--- src/rtl/wb_stage_pkg.sv ---
// wb_stage_pkg: shared writeback constants and the MEM/WB register layout.
//   WB_SEL_*  writeback source select codes (2-bit)
//   F3_*      load funct3 encodings as in the RV32I ISA
//   memwb_t   fields held in the MEM/WB pipeline register
package wb_stage_pkg;
   localparam logic [1:0] WB_SEL_ALU = 2'b00;
   localparam logic [1:0] WB_SEL_MEM = 2'b01;
   localparam logic [1:0] WB_SEL_PC4 = 2'b10;
   localparam logic [2:0] F3_LB  = 3'b000;
   localparam logic [2:0] F3_LH  = 3'b001;
   localparam logic [2:0] F3_LW  = 3'b010;
   localparam logic [2:0] F3_LBU = 3'b100;
   localparam logic [2:0] F3_LHU = 3'b101;
   typedef struct packed {
      logic        valid;
      logic [4:0]  rd;
      logic        reg_write;
      logic [1:0]  wb_sel;
      logic [2:0]  funct3;
      logic [31:0] alu_result;
      logic [31:0] mem_rdata;
      logic [31:0] pc_plus4;
   } memwb_t;
endpackage

--- src/rtl/wb_stage_load_extend.sv ---
// wb_stage_load_extend: selects the load lane and sign/zero-extends it.
//   funct3_i  load width/sign
//   offset_i  byte offset within the word (alu_result[1:0])
//   rdata_i   raw aligned memory word
//   data_o    extended load value; LW and unused encodings pass the word through
module wb_stage_load_extend
   import wb_stage_pkg::*;
(
   input  logic [2:0]  funct3_i,
   input  logic [1:0]  offset_i,
   input  logic [31:0] rdata_i,
   output logic [31:0] data_o
);
   logic [31:0] shifted;
   logic [7:0]  b;
   logic [15:0] h;
   always_comb begin
      shifted = rdata_i >> {offset_i, 3'b000};
      b = shifted[7:0];
      h = offset_i[1] ? rdata_i[31:16] : rdata_i[15:0];
      data_o = funct3_i == F3_LB  ? {{24{b[7]}}, b} :
               funct3_i == F3_LBU ? {24'h0, b} :
               funct3_i == F3_LH  ? {{16{h[15]}}, h} :
               funct3_i == F3_LHU ? {16'h0, h} :
               rdata_i;
   end
endmodule

--- src/rtl/wb_stage.sv ---
// wb_stage: MEM/WB pipeline register plus writeback mux driving the regfile write port.
//   Inputs : clk, rst (sync, active-high), stall, flush, in_valid, in_rd, in_reg_write,
//            in_wb_sel, in_funct3, in_alu_result, in_mem_rdata, in_pc_plus4
//   Outputs: writeReg, writeData, regWrite, wb_valid, fwd_en/fwd_rd/fwd_data (copies
//            of the write port), instret (only when WB_INSTRET_EN is defined)
//   Macro  : WB_INSTRET_EN adds a 64-bit retired-instruction counter.
module wb_stage
   import wb_stage_pkg::*;
#(
   parameter int          XLEN      = 32,
   parameter logic [31:0] RESET_PC4 = 32'h0
) (
   input  logic            clk,
   input  logic            rst,
   input  logic            stall,
   input  logic            flush,
   input  logic            in_valid,
   input  logic [4:0]      in_rd,
   input  logic            in_reg_write,
   input  logic [1:0]      in_wb_sel,
   input  logic [2:0]      in_funct3,
   input  logic [XLEN-1:0] in_alu_result,
   input  logic [XLEN-1:0] in_mem_rdata,
   input  logic [XLEN-1:0] in_pc_plus4,
   output logic [4:0]      writeReg,
   output logic [XLEN-1:0] writeData,
   output logic            regWrite,
   output logic            wb_valid,
   output logic            fwd_en,
   output logic [4:0]      fwd_rd,
   output logic [XLEN-1:0] fwd_data
`ifdef WB_INSTRET_EN
   ,
   output logic [63:0]     instret
`endif
);
   memwb_t      wb_q, wb_d;
   logic [31:0] ld_data;
   always_comb
      wb_d = flush ? memwb_t'('0) :
             stall ? wb_q :
             memwb_t'{valid: in_valid, rd: in_rd, reg_write: in_reg_write, wb_sel: in_wb_sel,
                      funct3: in_funct3, alu_result: in_alu_result, mem_rdata: in_mem_rdata,
                      pc_plus4: in_pc_plus4};
   always_ff @(posedge clk) begin
      if (rst) begin
         wb_q          <= '0;
         wb_q.pc_plus4 <= RESET_PC4;
      end else begin
         wb_q <= wb_d;
      end
   end
   wb_stage_load_extend u_ext (
      .funct3_i(wb_q.funct3),
      .offset_i(wb_q.alu_result[1:0]),
      .rdata_i (wb_q.mem_rdata),
      .data_o  (ld_data)
   );
   // x0 writes are dropped here so the forwarding bus never advertises x0.
   assign regWrite  = wb_q.valid & wb_q.reg_write & (wb_q.rd != 5'd0);
   assign writeReg  = wb_q.rd;
   assign writeData = wb_q.wb_sel == WB_SEL_ALU ? wb_q.alu_result :
                      wb_q.wb_sel == WB_SEL_MEM ? ld_data :
                      wb_q.wb_sel == WB_SEL_PC4 ? wb_q.pc_plus4 : 32'h0;
   assign wb_valid  = wb_q.valid;
   assign fwd_en    = regWrite;
   assign fwd_rd    = writeReg;
   assign fwd_data  = writeData;
`ifdef WB_INSTRET_EN
   // fresh marks the first cycle a newly loaded instruction is held, so stall repeats
   // and bubbles never count.
   logic        fresh_q, fresh_d;
   logic [63:0] instret_q, instret_d;
   always_comb begin
      fresh_d   = !flush && !stall && in_valid;
      instret_d = instret_q + {63'h0, wb_q.valid & fresh_q};
   end
   always_ff @(posedge clk) begin
      if (rst) begin
         fresh_q   <= 1'b0;
         instret_q <= 64'h0;
      end else begin
         fresh_q   <= fresh_d;
         instret_q <= instret_d;
      end
   end
   assign instret = instret_q;
`endif
endmodule
--- config.mk ---
export PLATFORM = sky130hd
export DESIGN_NAME = wb_stage
export DESIGN_NICKNAME = d
export VERILOG_FILES = /design/src/rtl/wb_stage_pkg.sv /design/src/rtl/wb_stage_load_extend.sv /design/src/rtl/wb_stage.sv
export SDC_FILE = /design/constraint.sdc
export NUM_CORES = 1
export LEC_CHECK = 0
export ABC_AREA = 1
export BUFFER_PORTS_ARGS = -buffer_cell sky130_fd_sc_hd__clkbuf_2
export CAP_MARGIN = 30
export CORE_MARGIN = 5
export CORE_UTILIZATION = 25
export CTS_CLUSTER_DIAMETER = 60
export DETAILED_ROUTE_END_ITERATION = 8
export PLACE_DENSITY = 0.55
export REMOVE_ABC_BUFFERS = 1
export SYNTH_ARGS = -nofsm -noshare
export SYNTH_HDL_FRONTEND = slang
export SYNTH_SLANG_ARGS = --single-unit
--- constraint.sdc ---
create_clock -name clk -period 2.1 [get_ports clk]
set_input_delay 0.42 -clock clk [delete_from_list [all_inputs] [get_ports clk]]
set_output_delay 0.42 -clock clk [all_outputs]
set_load 0.02 [all_outputs]
; ---- Word-level counts from Yosys, hierarchy flattened
; Index checks and enable logic that the tools add are counted.
[totals]
regBits = 108
out_inout_bits = 77
wordCells = 28
[classes]
n_eq_ne = 5
shifts = 1
mux = 8
n_bitwise = 2
reduce_logical = 4
[op_table]
columns = cell, count
row1 = 32-bit 2-to-1 mux, 7
row2 = 32-bit by 5-bit right shift with 8-bit output, 1
row3 = 16-bit 2-to-1 mux, 1
row4 = "3-bit == test, second input constant", 2
row5 = 5-bit nonzero test, 1
row6 = "3-bit by 1-bit == test with 1-bit output, second input constant", 1
row7 = 3-bit logical NOT, 1
row8 = 1-bit AND, 2
row9 = "2-bit by 1-bit == test with 1-bit output, second input constant", 1
row10 = "2-bit == test, second input constant", 1
row11 = 2-bit logical NOT, 1
row12 = 2-bit OR reduction, 1

; ---- Longest topological paths before layout
; Gate-level depths: netlist of run 1.
[logic_depth]
depth_word = 7
mapped_depth = 10
depth_no_buf = 9

; ---- Modules after synthesis
; Synthesis of run 1 repeated with hierarchy kept, for this count alone.
[hier_totals]
hier_cells = 916
area_unflattened_um2 = 5943.2
[by_module_without_submodules]
columns = mod, n_inst, cells_each, area_per_inst_um2
row1 = wb_stage, 1, 662, 4738.3
row2 = wb_stage_load_extend, 1, 254, 1204.9

; ---- Worst setup path before layout of run 1
; OpenSTA, ideal clock, no wires.
[synth_path]
path_kind = register to output
start = register wb_q[64] (netlist name)
end = output writeData[14]
arrival_ps = 1438
slack_ps = 242
path_stages_with_launch = 11
path_buffers = 3
cell_sequence = dfxtp_1 buf_2 nand2_1 nand3_1 nand2_1 nand2_2 buf_4 nand2_1 nand2_1 nand3_1 buf_4
[synth_between]
elab_chain_cells = 4
[synth_rtl]
columns = element, line
row1 = start: declaration, wb_stage.sv:37  ; memwb_t wb_q, wb_d;
row2 = start signal: assignment, wb_stage.sv:50  ; wb_q <= wb_d;
row3 = 32-bit by 5-bit right shift with 8-bit output, wb_stage_load_extend.sv:18  ; shifted = rdata_i >> {offset_i, 3'b000};
row4 = 32-bit 2-to-1 mux, wb_stage_load_extend.sv:21  ; data_o = funct3_i == F3_LB ? {{24{b[7]}}, b} :
row5 = 32-bit 2-to-1 mux, wb_stage.sv:63  ; wb_q.wb_sel == WB_SEL_MEM ? ld_data :
row6 = 32-bit 2-to-1 mux, wb_stage.sv:62  ; assign writeData = wb_q.wb_sel == WB_SEL_ALU ? wb_q.alu_result :
row7 = end: declaration, wb_stage.sv:26  ; output logic [XLEN-1:0] writeData,
; Every way passes these cells.

; ---- Final worst setup path of run 1
[layout_path]
start = register wb_q[97] (netlist name)
end = output writeData[13]
[layout_between]
elab_chain_cells = 7
word_cells_on_any_way = 10
classes_between = eq/ne (3) / mux (6) / reduce/logical (1)
[layout_rtl]
columns = element, line
row1 = 3-bit == test, wb_stage_load_extend.sv:24  ; funct3_i == F3_LHU ? {16'h0, h} :
row2 = 32-bit 2-to-1 mux, wb_stage_load_extend.sv:24
row3 = 32-bit 2-to-1 mux, wb_stage_load_extend.sv:23  ; funct3_i == F3_LH ? {{16{h[15]}}, h} :
row4 = 32-bit 2-to-1 mux, wb_stage_load_extend.sv:22  ; funct3_i == F3_LBU ? {24'h0, b} :
row5 = 32-bit 2-to-1 mux (*), wb_stage_load_extend.sv:21
row6 = 32-bit 2-to-1 mux (*), wb_stage.sv:63
row7 = 32-bit 2-to-1 mux (*), wb_stage.sv:62
; Every way passes the cells marked *; elsewhere a longest branch is shown, timed or not.

==> qor.yml, run 1 <==
route:
  wl_per_cell_um: 15.3
  vias: 5719
  drtIter0Drc: 310
  drc_errors: 0
  post_drt_via_cell_ratio: 4.53
  route.final.wire_length_mm: 19.3
  postRouteAntennaNets: 0
  firstDrtPassIters: 4
critical_path:
  cp_slowest_stage_delay_ps: 380
  rr_endpoint: "wb_q[65]"
  setup.worst_path.end_class: "output port"
  regToRegSetupSlack_ps: 1100
  worstSetupStartpointType: "register"
  critical_path.max_fanout: 6
  crit_top_cell: "nand2_1"
  r2r-start: "wb_q[65]"
  cp_slowest_cell: "dfxtp_4"
  worst-setup-path-type: "register to output port"
  reg2reg_depth: 3
  worstPathCellList: "inv_6 -> nand3_4 -> clkinvlp_4 -> nand2_1 -> nand3_1 -> nand2_1 -> nand2_1 -> nand3_2 -> clkbuf_8"
  cp.arrival_ps: 1700
  worstPathRequired_ps: 1680
  launch_point_of_the_critical_path: "wb_q[97]"
global_routing:
  global_route.usage.total: 0.147
  number_of_global_route_vias_before_repair: 5502
  wire_length_of_the_first_global_routing_pass_mm: 30.3
  largest_net_degree_at_the_start_of_global_routing: 109
  grt_antenna_before_repair: 2
  grt_remaining_overflow: 0
synthesis:
  yosys_warnings: 0
  synth-seq-area-share: 0.386
  syn-instance-count: 836
  post_syn_area_um2: 5610
  synth_top_cells_by_area: "dfxtp_1 (39%), nand2_1 (21%), a21oi_1 (7.9%)"
  synthFlopType: "dfxtp_1"
  ys_seq_elements: 108
  synth_commonest_cells: "nand2_1 (312), dfxtp_1 (108), a21oi_1 (88)"
  synth_enable_flop_cells: 0
  synth_cell_types: 24
  synth.largest_area_cell: "dfxtp_1"
  synth_largest_type_area_fraction: 0.386
  synthMostInstantiatedCell: "nand2_1"
  synth_area_per_cell_um2: 6.71
  asyncSetResetFlopFracSynth: 0
floorplanning:
  chip_height_um: 160
  core_area_um2: 22000
  die_area_um2: 25500
  die_x_um: 160
  core.rowCount: 54
  floorplan.initialDensity: 0.255
  io-pin-count: 189
worst_hold_path:
  hold_path_startpoint: "in_pc_plus4[2]"
  worstHoldEndpoint: "wb_q[2]"
  hold-path-cell-count: 3
  hold_path_class: "primary input to register"
clocking:
  cts-root-buf: "clkbuf_16"
  clock_path_buffers: 2
  tritoncts: "yes"
  tritoncts_num_sinks: 108
  insertion_delay_ps: 360
  path_clk_slew_ps: 80
  cts_buffers: 9
  h_tree_depth_reported_by_cts: 3
timing:
  clock_skew_ps: 0
  maxSlewHeadroom: 0.667
  finalHoldViolations: 0
  maxClockFrequency_mhz: 471
  final.setup.worst_slack_ps: -22.3
  worst_margin_pin_slew_ps: 500
  timing.final.setup_violations: 15
  timing.final.crit_period_ps: 2120
  min_period_over_period: 1.01
  maxSlewViolCount: 0
  grt_setup_unrepaired: "yes"
pwr:
  vdd_ir_drop_max_v: 0.000328
  power_per_cell_area_nw_per_um2: 630
  p_leak_nw: 3.57
place:
  dpl_worst_slack_ps: 82.1
  place.detailed.hpwl_mm: 13.4
  io_buffer_count: 188
  postPlaceCellArea_um2: 6590
  gp_routability_congestion: 0.814
layout:
  area_growth_syn_to_layout_pct: 42.9
  drive_gt1_frac: 0.346
  finish.net_count: 1087
  finish.instance_area_um2: 8010
outcome:
  status: "finished, violations left"
  failed_checks: "negative setup slack"
flow_run:
  count_of_max_cap_constraint_violations: 0
sequential cells by signal (all words and copies together), names as in the netlist:
signal and cells:
fwd_rd 5, wb_valid 1, wb_q 102
logic make-up after synthesis:
kind of cell	count (synthesis)	share of synthesized area
AOI/OAI and AO/OA	172	0.183
buffers and inverters	155	0.147
and+or+nand+nor	401	0.284
DFF	108	0.386
cell type report:
class	count	area, um^2
antenna	2	5.00
clock buffer	11	253
clock inverter	5	81.3
fill	2351	13900
inverter	55	224
multi-input combinational	573	2960
sequential	108	2180
tap	280	350
timing repair buffer	227	1950
timing repair inverter	1	7.51
cells in the final DEF, fill, tap and decap left out, types with 2 or more instances in the layout:
cell	synthesis	routed
nand2_1	312	276
clkbuf_2	0	125
dfxtp_1	108	101
a21oi_1	88	86
inv_1	51	43
nand2_2	4	32
clkbuf_8	0	32
nor2_1	30	27
nand3_1	49	26
a211oi_1	26	26
buf_4	46	25
buf_8	0	21
nand3_2	1	19
a22o_1	19	19
o21ai_1	7	14
buf_6	5	13
o21ai_0	22	12
clkbuf_16	0	10
buf_12	0	10
o211ai_1	9	9
nand2_4	0	8
inv_2	4	6
nor2_4	0	5
nand3_4	0	5
dfxtp_4	0	5
inv_4	0	3
o21ai_2	0	3
clkinvlp_4	0	3
diode_2	0	2
inv_6	0	2
a21oi_2	0	2
clkinv_2	0	2
bufinv_16	0	2
dfxtp_2	0	2
stage by stage:
stage	total power [W]	hold slack [ps]	std cells	setup TNS, ps	util
after floorplan	0.00259	437	736	-12430	-
after global placement	0.00298	444	1227	0	0.300
after detailed placement	0.00298	455	1227	0	0.300
after CTS	0.00508	265	1255	-1290	0.352
after global routing	0.00530	272	1262	-4740	0.365
final	0.00505	280	1262	-141	0.365
how the worst max path moves through the flow:
| stage | to | slack, ps | depth (start not counted) |
|---|---|---|---|
| floorplan | fwd_data[0] | -220 | 5 |
| global placement | fwd_data[10] | 120 | 8 |
| detailed placement | fwd_data[17] | 80 | 9 |
| CTS | writeData[24] | -60 | 10 |
| global route | fwd_data[30] | -110 | 8 |
| finish | writeData[13] | -20 | 9 |
what timing repair did:
action / in CTS / in global routing
hold buffers: 0 / 0
gates resized for setup: 186 / 92
gates cloned: 2 / 1
pin swaps: 11 / 28
setup buffers: 10 / 4
setup endpoints to repair: 64 / 64
worst max-delay path, delay by kind of cell, from the launching register on:
family / cells / cell delay [ps]
AND/OR/NAND/NOR: 6 / 530
buffers and inverters: 3 / 410
flip-flops: 1 / 380
power by group:
part | internal, W | leakage [nW] | switching, W
combinational | 0.000429 | 2.52 | 0.000528
clock | 0.00111 | 0.162 | 0.000815
sequential | 0.00211 | 0.885 | 0.0000473
total | 0.00366 | 3.57 | 0.00139
metal layers:
layer  track usage  part of all wire  up-vias
met5             0                 0        -
met4        0.0387             0.012        0
met3        0.0379             0.058       14
met2         0.240              0.48      165
met1         0.195              0.45     2598
li1              -                 -     2942
No activity file was read; power rests on OpenSTA's default activity.
==> run 2: changes to the inputs <==
CORE_UTILIZATION = 51   (was 25)
PLACE_DENSITY = 0.91   (was 0.55)
==> run 2 against run 1 <==
  * Utilization grew 34 points
  * Clock skew is the same
  * Highest routed layer unchanged
  * Cell count shrank 11%
  * The run still ends with negative setup slack left
  * Non-clock buffer count shrank 1
==> qor.yml, run 2 (synthesis results as in run 1) <==
timing:
  finalHoldViolations: 0
  worst_margin_pin_slew_ps: 671
  maxClockFrequency_mhz: 424
  maxSlewHeadroom: 0.553
  timing.final.crit_period_ps: 2360
  min_period_over_period: 1.12
  maxSlewViolCount: 0
  clock_skew_ps: 0
  final.setup.worst_slack_ps: -257
  timing.final.setup_violations: 64
  grt_setup_unrepaired: "yes"
place:
  gp_routability_congestion: 0.947
  postPlaceCellArea_um2: 6310
  place.detailed.hpwl_mm: 11.0
  dp.cells: 1085
  io_buffer_count: 188
  dpl_worst_slack_ps: 89.4
layout:
  drive_gt1_frac: 0.345
  post_layout_nonfiller_instances: 1120
  finish.instance_area_um2: 7610
  layout.cells.most_common: "nand2_1"
  antennaDiodeCount: 0
  multiInputGateArea_um2: 2950
  final.fill_count: 831
  finish.net_count: 1087
  top_register: "wb_q"
  layout.cells.most_common_list: "nand2_1 (272), clkbuf_2 (123), dfxtp_1 (103), a21oi_1 (87), inv_1 (47)"
  final-seq-area_um2: 2180
  flip_flop_count_of_the_largest_register_all_copies_and_words_added: 102
  area_growth_syn_to_layout_pct: 35.7
clocking:
  insertion_delay_ps: 380
  clock_path_buffers: 2
  tritoncts: "yes"
  path_clk_slew_ps: 120
  cts-root-buf: "clkbuf_8"
  tritoncts_num_sinks: 108
  cts_buffers: 9
  h_tree_depth_reported_by_cts: 3
critical_path:
  setup.worst_path.end_class: "output port"
  critPathTopFamily: "simple AND/OR/NAND/NOR gates"
  critical_path.max_fanout: 14
  launch_point_of_the_critical_path: "wb_q[97]"
  worstPathCellList: "inv_6 -> nand2_2 -> inv_4 -> o21ai_0 -> nand3_1 -> nand2_2 -> nand2_1 -> nand2_2 -> buf_8"
  regToRegSetupSlack_ps: 1160
  r2r-start: "wb_q[64]"
  worstPathRequired_ps: 1680
  worstSetupStartpointType: "register"
  worst-setup-path-type: "register to output port"
  reg2reg_depth: 3
  cp_slowest_stage_delay_ps: 390
  rr_endpoint: "wb_q[64]"
  critical_path_buf_inv_count: 3
  crit_top_cell: "nand2_2"
  cp_slowest_cell: "dfxtp_4"
  path_depth: 9
  cp.arrival_ps: 1940
  endpoint_of_the_worst_setup_timing_path: "writeData[24]"
pwr:
  p_leak_nw: 3.48
  vdd_ir_drop_max_v: 0.000385
  power_per_cell_area_nw_per_um2: 593
floorplanning:
  floorplan.initialDensity: 0.520
  core_area_um2: 10800
  die_x_um: 115
  chip_height_um: 115
  die_area_um2: 13200
  io-pin-count: 189
  core.rowCount: 38
outcome:
  failed_checks: "negative setup slack"
  status: "finished, violations left"
route:
  wl_per_cell_um: 16.7
  postRouteAntennaNets: 0
  route.final.wire_length_mm: 18.7
  drtIter0Drc: 539
  drc_errors: 0
  firstDrtPassIters: 6
  post_drt_via_cell_ratio: 5.58
  vias: 6247
global_routing:
  largest_net_degree_at_the_start_of_global_routing: 59
  grt_remaining_overflow: 0
  grt_antenna_before_repair: 0
  wire_length_of_the_first_global_routing_pass_mm: 28.5
  number_of_global_route_vias_before_repair: 5903
  global_route.usage.total: 0.265
worst_hold_path:
  hold_path_class: "primary input to register"
flow_run:
  count_of_max_cap_constraint_violations: 0
run 2: cell types whose count changed in the layout (fill, tap and decap cells not counted), moves of 5 or more:
cell       delta
o21ai_1      -10
clkbuf_16     -9
buf_4         +8
buf_8         +8
buf_12        -6
nand2_2       +5
o21ai_0       +5
o21ai_2       +5
run 2: layout make-up:
type	count	share of cell area
timing repair inverter	1	0.000987
multi-input combinational	574	0.388
clock buffer	10	0.0181
inverter	55	0.0293
sequential	108	0.287
clock inverter	6	0.0105
timing repair buffer	226	0.244
tap	140	0.0230
run 2: through the flow:
step                hold slack [ps]  TNS, ps   util  total power [W]
global route                    239    -9320  0.705          0.00469
global placement                452        0  0.585          0.00292
floorplan                       437   -12430      -          0.00259
CTS                             241    -1750  0.674          0.00441
detailed placement              454        0  0.585          0.00294
finish                          248    -6130  0.705          0.00451
run 2: worst register-to-register path: cells and delay by family (launching register included):
family / cells / cell delay [ps]
flip-flops: 1 / 400
AO/OA/AOI/OAI: 1 / 260
buffers and inverters: 2 / 180
run 2: metal layers:
metal  GRT usage  vias to the layer above  routed length (um)
li1            -                     2932                   -
met1       0.322                     2868                7070
met2       0.451                      355                9010
met3      0.0579                       92                1720
met4       0.114                        0                 882
met5           0                        -                   0
run 2: repair_timing:
item	4_1_cts	5_1_grt
endpoints found under the setup margin	64	64
gates cloned	2	1
hold buffers	0	0
buffers inserted	8	9
pin swaps	6	18
resized for setup	178	103
run 2: power by group:
group	total [W]	switching, W	internal, W
clock	0.00139	0.000776	0.000612
combinational	0.000962	0.000546	0.000416
sequential	0.00216	0.0000483	0.00211
total	0.00451	0.00137	0.00314
run 2: worst min path at each step:
| stage | slack (ps) | to | startpoint | cells after the start |
|---|---|---|---|---|
| 4_1_cts | 240 | fwd_rd[3] | in_rd[3] | 3 |
| 3_5_place_dp | 450 | wb_q[82] | wb_q[82] | 2 |
| 2_1_floorplan | 440 | wb_q[82] | wb_q[82] | 2 |
| 3_3_place_gp | 450 | wb_q[24] | wb_q[24] | 2 |
| 6_report | 250 | fwd_rd[3] | in_rd[3] | 3 |
| 5_1_grt | 240 | fwd_rd[3] | in_rd[3] | 3 |
